File: src/rtl/float_result_to_int.sv
// float_result_to_int
//   Downstream stage of the floating-point adder. Each valid IEEE-754 single
//   Result is converted to a signed 32-bit integer. Rounding is
//   round-to-nearest-even, and out-of-range values saturate. The converted
//   value and its flags go into a small FIFO with a valid/ready interface.
//   The adder cannot be stalled, so a result that reaches a full FIFO with no
//   pop in the same cycle is dropped and counted.
//
// Ports
//   Clock        single clock, all logic on posedge
//   Reset        synchronous, active-low reset
//   Result       float from adder: sign[31], exp[30:23], frac[22:0]
//   ResultValid  Result valid this cycle (no backpressure possible)
//   IntOut       signed integer at FIFO head (0 when empty)
//   Inexact      head entry: rounding discarded nonzero bits
//   Invalid      head entry: NaN, Inf or out-of-range (saturated)
//   IntValid     FIFO non-empty
//   IntReady     consumer takes head when IntValid && IntReady
//   Count        FIFO occupancy
//   DropCount    saturating count of dropped results
module float_result_to_int #(
  parameter int DEPTH  = 4,
  parameter int DROP_W = 16
) (
  input  logic                     Clock,
  input  logic                     Reset,
  input  logic [31:0]              Result,
  input  logic                     ResultValid,
  output logic [31:0]              IntOut,
  output logic                     Inexact,
  output logic                     Invalid,
  output logic                     IntValid,
  input  logic                     IntReady,
  output logic [$clog2(DEPTH):0]   Count,
  output logic [DROP_W-1:0]        DropCount
);

  localparam int AW = $clog2(DEPTH);
  localparam int CW = AW + 1;

  localparam logic [1:0] CLS_ZERO   = 2'd0;
  localparam logic [1:0] CLS_NORMAL = 2'd1;
  localparam logic [1:0] CLS_INF    = 2'd2;
  localparam logic [1:0] CLS_NAN    = 2'd3;

  // ---------------- Stage 1: unpack ----------------
  logic              s1Valid;
  logic              s1Sign;
  logic signed [8:0] s1Exp;
  logic [23:0]       s1Mant;
  logic [1:0]        s1Class;

  always_ff @(posedge Clock) begin
    if (!Reset) begin
      s1Valid <= 1'b0;
      s1Sign  <= 1'b0;
      s1Exp   <= '0;
      s1Mant  <= '0;
      s1Class <= CLS_ZERO;
    end else begin
      s1Valid <= ResultValid;
      if (ResultValid) begin
        s1Sign <= Result[31];
        s1Exp  <= $signed({1'b0, Result[30:23]}) - 9'sd127;
        // Hidden bit is zero for exp==0, so the zero class still carries
        // the denormal fraction for the Inexact decision.
        s1Mant <= {|Result[30:23], Result[22:0]};
        if (Result[30:23] == 8'd0)
          s1Class <= CLS_ZERO;
        else if (Result[30:23] == 8'hFF)
          s1Class <= (Result[22:0] != 23'd0) ? CLS_NAN : CLS_INF;
        else
          s1Class <= CLS_NORMAL;
      end
    end
  end

  // ---------------- Stage 2: shift, round, saturate ----------------
  logic [4:0]  rShift;
  logic [3:0]  lShift;
  logic [47:0] shifted;
  logic        guardBit;
  logic        stickyBit;
  logic        roundUp;
  logic [32:0] mag;
  logic        overflow;
  logic        rInexact;
  logic [31:0] cInt;
  logic        cInexact;
  logic        cInvalid;

  // Valid only in the branches that use them: 0<=E<=23 and 24<=E<=31.
  assign rShift = 5'd23 - s1Exp[4:0];
  assign lShift = s1Exp[3:0] - 4'd7;

  always_comb begin
    shifted   = '0;
    guardBit  = 1'b0;
    stickyBit = 1'b0;
    roundUp   = 1'b0;
    mag       = '0;
    overflow  = 1'b0;
    rInexact  = 1'b0;
    cInt      = '0;
    cInexact  = 1'b0;
    cInvalid  = 1'b0;
    case (s1Class)
      CLS_ZERO: begin
        cInexact = |s1Mant[22:0];
      end
      CLS_NAN: begin
        cInt     = 32'h8000_0000;
        cInvalid = 1'b1;
      end
      CLS_INF: begin
        cInt     = s1Sign ? 32'h8000_0000 : 32'h7FFF_FFFF;
        cInvalid = 1'b1;
      end
      default: begin
        if (s1Exp < 9'sd0) begin
          // Only E=-1 with a nonzero fraction lies strictly above 0.5.
          mag      = {32'd0, (s1Exp == -9'sd1) && (|s1Mant[22:0])};
          rInexact = 1'b1;
        end else if (s1Exp <= 9'sd23) begin
          shifted   = {s1Mant, 24'd0} >> rShift;
          guardBit  = shifted[23];
          stickyBit = |shifted[22:0];
          roundUp   = guardBit & (stickyBit | shifted[24]);
          mag       = {9'd0, shifted[47:24]} + {32'd0, roundUp};
          rInexact  = guardBit | stickyBit;
        end else if (s1Exp <= 9'sd31) begin
          mag = {9'd0, s1Mant} << lShift;
        end else begin
          overflow = 1'b1;
        end

        if (overflow || (!s1Sign && (mag[32:31] != 2'b00)) ||
            (s1Sign && (mag > 33'h0_8000_0000))) begin
          cInt     = s1Sign ? 32'h8000_0000 : 32'h7FFF_FFFF;
          cInvalid = 1'b1;
        end else begin
          cInt     = s1Sign ? (32'd0 - mag[31:0]) : mag[31:0];
          cInexact = rInexact;
        end
      end
    endcase
  end

  logic        s2Valid;
  logic [33:0] s2Data;

  always_ff @(posedge Clock) begin
    if (!Reset) begin
      s2Valid <= 1'b0;
      s2Data  <= '0;
    end else begin
      s2Valid <= s1Valid;
      if (s1Valid)
        s2Data <= {cInt, cInexact, cInvalid};
    end
  end

  // ---------------- Output FIFO ----------------
  logic [33:0]   mem [DEPTH];
  logic [AW-1:0] wrPtr;
  logic [AW-1:0] rdPtr;
  logic          push;
  logic          pop;
  logic          drop;
  logic [33:0]   headData;

  assign IntValid = (Count != '0);
  assign pop      = IntValid && IntReady;
  assign push     = s2Valid && ((Count != CW'(DEPTH)) || pop);
  assign drop     = s2Valid && !push;
  assign headData = mem[rdPtr];

  assign IntOut  = IntValid ? headData[33:2] : '0;
  assign Inexact = IntValid && headData[1];
  assign Invalid = IntValid && headData[0];

  always_ff @(posedge Clock) begin
    if (Reset && push)
      mem[wrPtr] <= s2Data;
  end

  always_ff @(posedge Clock) begin
    if (!Reset) begin
      wrPtr     <= '0;
      rdPtr     <= '0;
      Count     <= '0;
      DropCount <= '0;
    end else begin
      // DEPTH is a power of two, so pointers wrap on natural overflow.
      if (push) wrPtr <= wrPtr + 1'b1;
      if (pop)  rdPtr <= rdPtr + 1'b1;
      if (push && !pop)
        Count <= Count + 1'b1;
      else if (pop && !push)
        Count <= Count - 1'b1;
      if (drop && (DropCount != '1))
        DropCount <= DropCount + 1'b1;
    end
  end

endmodule

File: config.mk
export PLATFORM = sky130hd
export DESIGN_NAME = float_result_to_int
export DESIGN_NICKNAME = d
export VERILOG_FILES = /design/src/rtl/float_result_to_int.sv
export SDC_FILE = /design/constraint.sdc
export NUM_CORES = 1
export LEC_CHECK = 0
export BUFFER_PORTS_ARGS = -buffer_cell sky130_fd_sc_hd__buf_2
export CORE_UTILIZATION = 55
export CTS_CLUSTER_SIZE = 20
export DETAILED_ROUTE_END_ITERATION = 12
export PLACE_DENSITY = 0.73
export SETUP_SLACK_MARGIN = 0.05
export SYNTH_ARGS = -nofsm -noshare
export SYNTH_HDL_FRONTEND = slang
export SYNTH_SLANG_ARGS = --single-unit
export TNS_END_PERCENT = 20
File: constraint.sdc
create_clock -name Clock -period 6.7 [get_ports Clock]
set_clock_uncertainty 0.1 [all_clocks]
set_input_delay 1.34 -clock Clock [delete_from_list [all_inputs] [get_ports Clock]]
set_output_delay 1.34 -clock Clock [all_outputs]
set_load 0.01 [all_outputs]
Yosys cells after proc, flatten, opt, wreduce, memory -nomap -nowiden
Memory sizes are Yosys's and may differ from the RTL's. A register that Yosys moved wholly into a read port is not among the register bits.
Cells that the tools add are included.
{"block": "op_classes", "add_sub_neg": 10, "order_cmp": 4, "eq_ne": 6, "shifts": 2, "muxes": 28, "bitwise_logic": 3, "n_reduce_logical": 29}
{"cell": "two-way mux 33 bit", "n": 4}
{"cell": "two-way mux 32 bit", "n": 4}
{"cell": "case mux 32 bit (3 select lines)", "n": 1}
{"cell": "right shift 48 x 5 -> 48 bit", "n": 1}
{"cell": "OR reduction 23 bit", "n": 2}
{"cell": "greater-than comparator 33 x 32 -> 1 bit, second input constant", "n": 1}
{"cell": "<< shifter 24 x 4 -> 33 bit", "n": 1}
{"cell": "subtractor 1 x 32 -> 32 bit, first input constant", "n": 1}
{"cell": "adder 24 x 1 -> 25 bit", "n": 1}
{"cell": "nonzero test 23 bit", "n": 1}
{"cell": "less-or-equal comparator 9 x 6 -> 1 bit, second input constant", "n": 2}
{"cell": "adder 16 x 1 -> 16 bit, second input constant", "n": 1}
{"cell": "inequality test 16 bit, second input constant", "n": 1}
{"cell": "logical AND 1 bit", "n": 12}
{"cell": "two-way mux 1 bit", "n": 11}
{"cell": "== test 9 x 1 -> 1 bit, second input constant", "n": 1}
{"cell": "< comparator 9 x 1 -> 1 bit, second input constant", "n": 1}
{"cell": "subtractor 8 x 7 -> 9 bit, second input constant", "n": 1}
{"cell": "== test 8 bit, second input constant", "n": 1}
{"cell": "zero test 8 bit", "n": 1}
{"cell": "two-way mux 2 bit", "n": 4}
{"cell": "OR reduction 8 bit", "n": 1}
{"cell": "two-way mux 3 bit", "n": 2}
{"cell": "subtractor 5 bit, first input constant", "n": 1}
{"cell": "16 further kinds", "n": 25}
{"block": "word_totals", "regBits": 95, "ramBits": 136, "input_bits": 36, "word_cells": 94, "n_memories": 1}
{"name": "mem", "words": 4, "width": 34, "rd": 1, "rd_clocked_by_memory_dff": 1, "wr": 1, "line_no": "164", "rtl": "logic [33:0] mem [DEPTH];"}

Logic depth before layout (Yosys ltp)
{"block": "depth", "depth_word": 15, "mapped_depth": 22}

Worst setup path before layout
OpenSTA, ideal clock, no wires.
{"block": "synth_timing", "kind": "register to register", "from": "register s1Exp[3]", "to": "register s2Data[29]", "arrival_time_ns": 4.540, "required_time_ns": 6.484, "setup_slack_ns": 1.944, "path_stages_with_launch": 20, "path_cell_list": "dfxtp_1 > buf_6 > inv_1 > clkbuf_1 > ha_1 > clkbuf_1 > inv_1 > a211oi_1 > o32ai_2 > inv_2 > ha_1 > o311ai_2 > nor3_1 > and3_4 > mux2_4 > or2_4 > nor4_4 > nand3_1 > xnor2_1 > a31o_2"}
{"block": "synth_between", "elab_chain_cells": 14}
{"item": "start: declaration", "line_no": "49", "rtl": "logic signed [8:0] s1Exp;"}
{"item": "start signal: assignment", "line_no": "64", "rtl": "s1Exp <= $signed({1'b0, Result[30:23]}) - 9'sd127;"}
{"item": "subtractor 5 bit", "line_no": "93", "rtl": "assign rShift = 5'd23 - s1Exp[4:0];"}
{"item": "right shift 48 x 5 -> 48 bit", "line_no": "125", "rtl": "shifted = {s1Mant, 24'd0} >> rShift;"}
{"item": "OR reduction 23 bit", "line_no": "127", "rtl": "stickyBit = |shifted[22:0];"}
{"item": "OR 1 bit", "line_no": "128", "rtl": "roundUp = guardBit & (stickyBit | shifted[24]);"}
{"item": "AND 1 bit", "line_no": "128"}
{"item": "adder 24 x 1 -> 25 bit", "line_no": "129", "rtl": "mag = {9'd0, shifted[47:24]} + {32'd0, roundUp};"}
{"item": "two-way mux 33 bit", "line_no": "124", "rtl": "end else if (s1Exp <= 9'sd23) begin"}
{"item": "two-way mux 33 bit", "line_no": "120", "rtl": "if (s1Exp < 9'sd0) begin"}
{"item": "two-way mux 33 bit", "line_no": "107", "rtl": "case (s1Class)"}
{"item": "greater-than comparator 33 x 32 -> 1 bit", "line_no": "138", "rtl": "(s1Sign && (mag > 33'h0_8000_0000))) begin"}
{"item": "logical AND 1 bit", "line_no": "138"}
{"item": "logical OR 1 bit", "line_no": "137", "rtl": "if (overflow || (!s1Sign && (mag[32:31] != 2'b00)) ||"}
{"item": "two-way mux 32 bit (*)", "line_no": "137"}
{"item": "case mux 32 bit (3 select lines) (*)", "line_no": "107"}
{"item": "end signal: assignment", "line_no": "159", "rtl": "s2Data <= {cInt, cInexact, cInvalid};"}
{"item": "end: declaration", "line_no": "150", "rtl": "logic [33:0] s2Data;"}
Every way passes the cells marked *; elsewhere a longest branch is shown, timed or not. The select of a mux whose other input is x is not followed.
A chain may end at the register's enable or synchronous reset.

Worst setup path after layout
{"block": "layout_timing", "from": "register s1Exp[1]", "to": "register s2Data[33]"}
Same word-level chain as after synthesis.

==> results.json <==
{
  "status": "finished, final reports clean",
  "drcViolationCount": 0,
  "grt_overflow": 0,
  "dr.pass1.iters": 5,
  "num-nets-final": 1538,
  "cts_hold_buffers": 0,
  "num_antenna_cells": 0,
  "fin_crit_ns": 5.36,
  "gp_congestion": 1.04,
  "root_buffer": "clkbuf_16",
  "hold_class": "reg -> reg",
  "num_rows": 60,
  "fp.dieArea_um2": 28100,
  "synthFlopType": "edfxtp_1",
  "first_global_vias": 11900,
  "numCtsBuffers": 24,
  "end_kind": "register",
  "r2r_end": "s2Data[33]",
  "num_vias": 12300,
  "io-pin-count": 90,
  "endpoint": "s2Data[33]",
  "worstReg2RegStart": "s1Exp[1]",
  "drt-initial-drc-count": 1320,
  "cts_max_level": 1,
  "cp-start-kind": "register",
  "wire_per_inst_um": 22.9,
  "cp.arrival_ns": 5.66,
  "cts_setup_buffers": 0,
  "clkSinkCount": 233,
  "power.total_mw": 4.27,
  "slew_headroom_pct": 27.0,
  "synthArstFlopShare_pct": 0,
  "ys_seq_elements": 233,
  "placed_cells_incl_taps": 1803,
  "layout_setup_ws_ns": 1.34,
  "synth_edf_count": 136,
  "r2r_slack_ns": 1.34,
  "reg2reg_depth": 16,
  "fmax_mhz": 187,
  "cts.path.max_buffers": 3,
  "crit_start": "s1Exp[1]",
  "synth_cell_types": 109,
  "die_h_um": 168,
  "register_area_um2": 6030,
  "fp.coreArea_um2": 27000,
  "multi_input_area_um2": 8440,
  "area_delta_synth_final_pct": 8.67,
  "cts-resized-gates": 0,
  "synth_fp_nets": 1509,
  "hold_viol_final": 0,
  "ys_seq_area_share_pct": 39.9,
  "yosysTopAreaCell": "edfxtp_1",
  "place_area_um2": 15700,
  "drv_slew": 0,
  "ant_nets": 0,
  "grt_max_degree": 64,
  "synthCells": 1459,
  "via_per_inst": 6.66,
  "clkTransAtPathRegs_ns": 0.06,
  "syn_area_per_cell_um2": 10.3,
  "post-route-period-util_pct": 80.0,
  "antenna_found_initial": 0,
  "worstPathRequired_ns": 7.00,
  "place_hpwl_mm": 30.1,
  "timing_worst_setup_path_type": "reg -> reg",
  "grt_first_pass_wirelength_mm": 67.0,
  "numPortBuffers": 89,
  "crit_fanout": 34,
  "start_util_pct": 56.0,
  "tns_ns": 0,
  "drive_above_1_share_pct": 21.7,
  "cap_violations": 0,
  "fill_cells": 2179,
  "die_w_um": 168,
  "irDropWorstVdd_v": 0.000197,
  "final_cells": 1846,
  "final_util_pct": 60.9,
  "holdWs_ns": 0.401,
  "setup_viol": 0,
  "worst_pin_slew_ns": 1.09,
  "synth_area_leaders": "edfxtp_1 (27%), dfxtp_1 (13%), mux4_2 (11%), mux2i_1 (4.8%), nor2_1 (3.6%)",
  "synth.most_common_cell": "nor2_1",
  "drt-total-wl_mm": 42.3,
  "place_ws_ns": 1.46,
  "clkLatencyLatePin_ns": 0.53,
  "syn_area_um2": 15100,
  "cts_tree": "done",
  "design_area_um2": 16400,
  "rsz0062_at_grt": "no",
  "power_density_nw_per_um2": 260,
  "p_leak_nw": 5.90,
  "synth_commonest_cells": "nor2_1 (146), edfxtp_1 (136), nand2_1 (114)",
  "synth_top_cell_area_share_pct": 27.0,
  "yosys_warnings": 0,
  "grt_util_all_layers_pct": 30.1
}
==> cell type report <==
class | instances | share of cell area [%]
clock buffer | 37 | 4.32
sequential | 233 | 36.8
multi-input combinational | 1088 | 51.4
inverter | 21 | 0.480
timing repair buffer | 120 | 4.13
tap | 341 | 2.60
clock inverter | 6 | 0.267
==> placed cells by master, fill, tap and decap left out, types with 11 or more instances in the layout <==
cell / netlist / final
inv_1: 18 / 18
ha_1: 13 / 13
and3_1: 23 / 23
mux4_2: 75 / 75
a211oi_1: 21 / 21
o221ai_1: 13 / 13
nor4_1: 20 / 20
nand3_1: 51 / 51
clkbuf_16: 0 / 24
mux2_2: 17 / 17
nand2_1: 114 / 114
o22ai_1: 11 / 11
a21oi_1: 83 / 83
dfxtp_1: 97 / 93
xor2_1: 25 / 25
edfxtp_1: 136 / 136
nor3_1: 28 / 28
mux2i_1: 72 / 72
buf_2: 26 / 89
nor2b_1: 13 / 13
and2_1: 50 / 50
nand4_1: 20 / 20
xnor2_1: 23 / 22
o21ai_0: 53 / 53
nand2b_1: 16 / 16
o211ai_1: 15 / 15
buf_4: 5 / 31
nor2_1: 146 / 146
==> sequential cells by signal, summed over array words and instances (netlist names), named ones only <==
signal	flops
s2Data	34
s1Class	2
rdPtr	2
s1Mant	24
mem	136
s1Valid	1
s1Sign	1
s2Valid	1
DropCount	16
wrPtr	2
Count	3
s1Exp	9
==> routing by layer <==
| layer | up-vias | global-route usage, % | wire (um) |
|---|---|---|---|
| met5 | - | 0 | 0 |
| met4 | 0 | 13.5 | 1950 |
| met3 | 144 | 4.18 | 3360 |
| met2 | 633 | 48.9 | 19800 |
| met1 | 5884 | 40.1 | 17200 |
| li1 | 5636 | - | - |
==> report_power, final <==
part	leakage, nW	switching, mW	internal, mW	total (mW)
logic	3.48	0.791	0.555	1.35
registers	2.05	0.0867	1.57	1.66
clock network	0.370	0.541	0.728	1.27
==> worst min path at each step <==
stage                     startpoint    endpoint  slack (ns)  cells after the start
final                     s2Data[27]  mem[3][27]        0.40                      0
after global routing      s2Data[27]  mem[3][27]        0.43                      0
after CTS                 s2Data[27]  mem[3][27]        0.41                      0
after detailed placement  s2Data[27]  mem[1][27]        0.40                      0
after global placement    s2Data[32]  mem[2][32]        0.38                      0
after floorplan            s2Data[0]   mem[0][0]        0.35                      0
==> kinds of logic after synthesis <==
group	Yosys count	share of synthesized area, %
buffers and inverters	138	4.24
AO/OA/AOI/OAI	315	15.1
XOR/XNOR	48	2.78
flip-flops	233	39.9
adder cells (fa/ha/maj)	14	1.21
multiplexers	169	17.7
AND/OR/NAND/NOR	542	19.0
==> critical path: stages (launching register included) <==
cell and delay, ns:
dfxtp_2 0.44, buf_4 0.41, mux2_2 0.45, a221oi_4 0.38, a211oi_1 0.17, o32ai_2 0.48, inv_2 0.13, ha_1 0.27
o31ai_1 0.08, o21ai_0 0.17, a32oi_1 0.47, nand3b_1 0.19, or3_4 0.44, nor2_1 0.39, a41oi_1 0.31, mux2i_1 0.24
o211ai_1 0.11
Power figures use the tool's default switching activity.
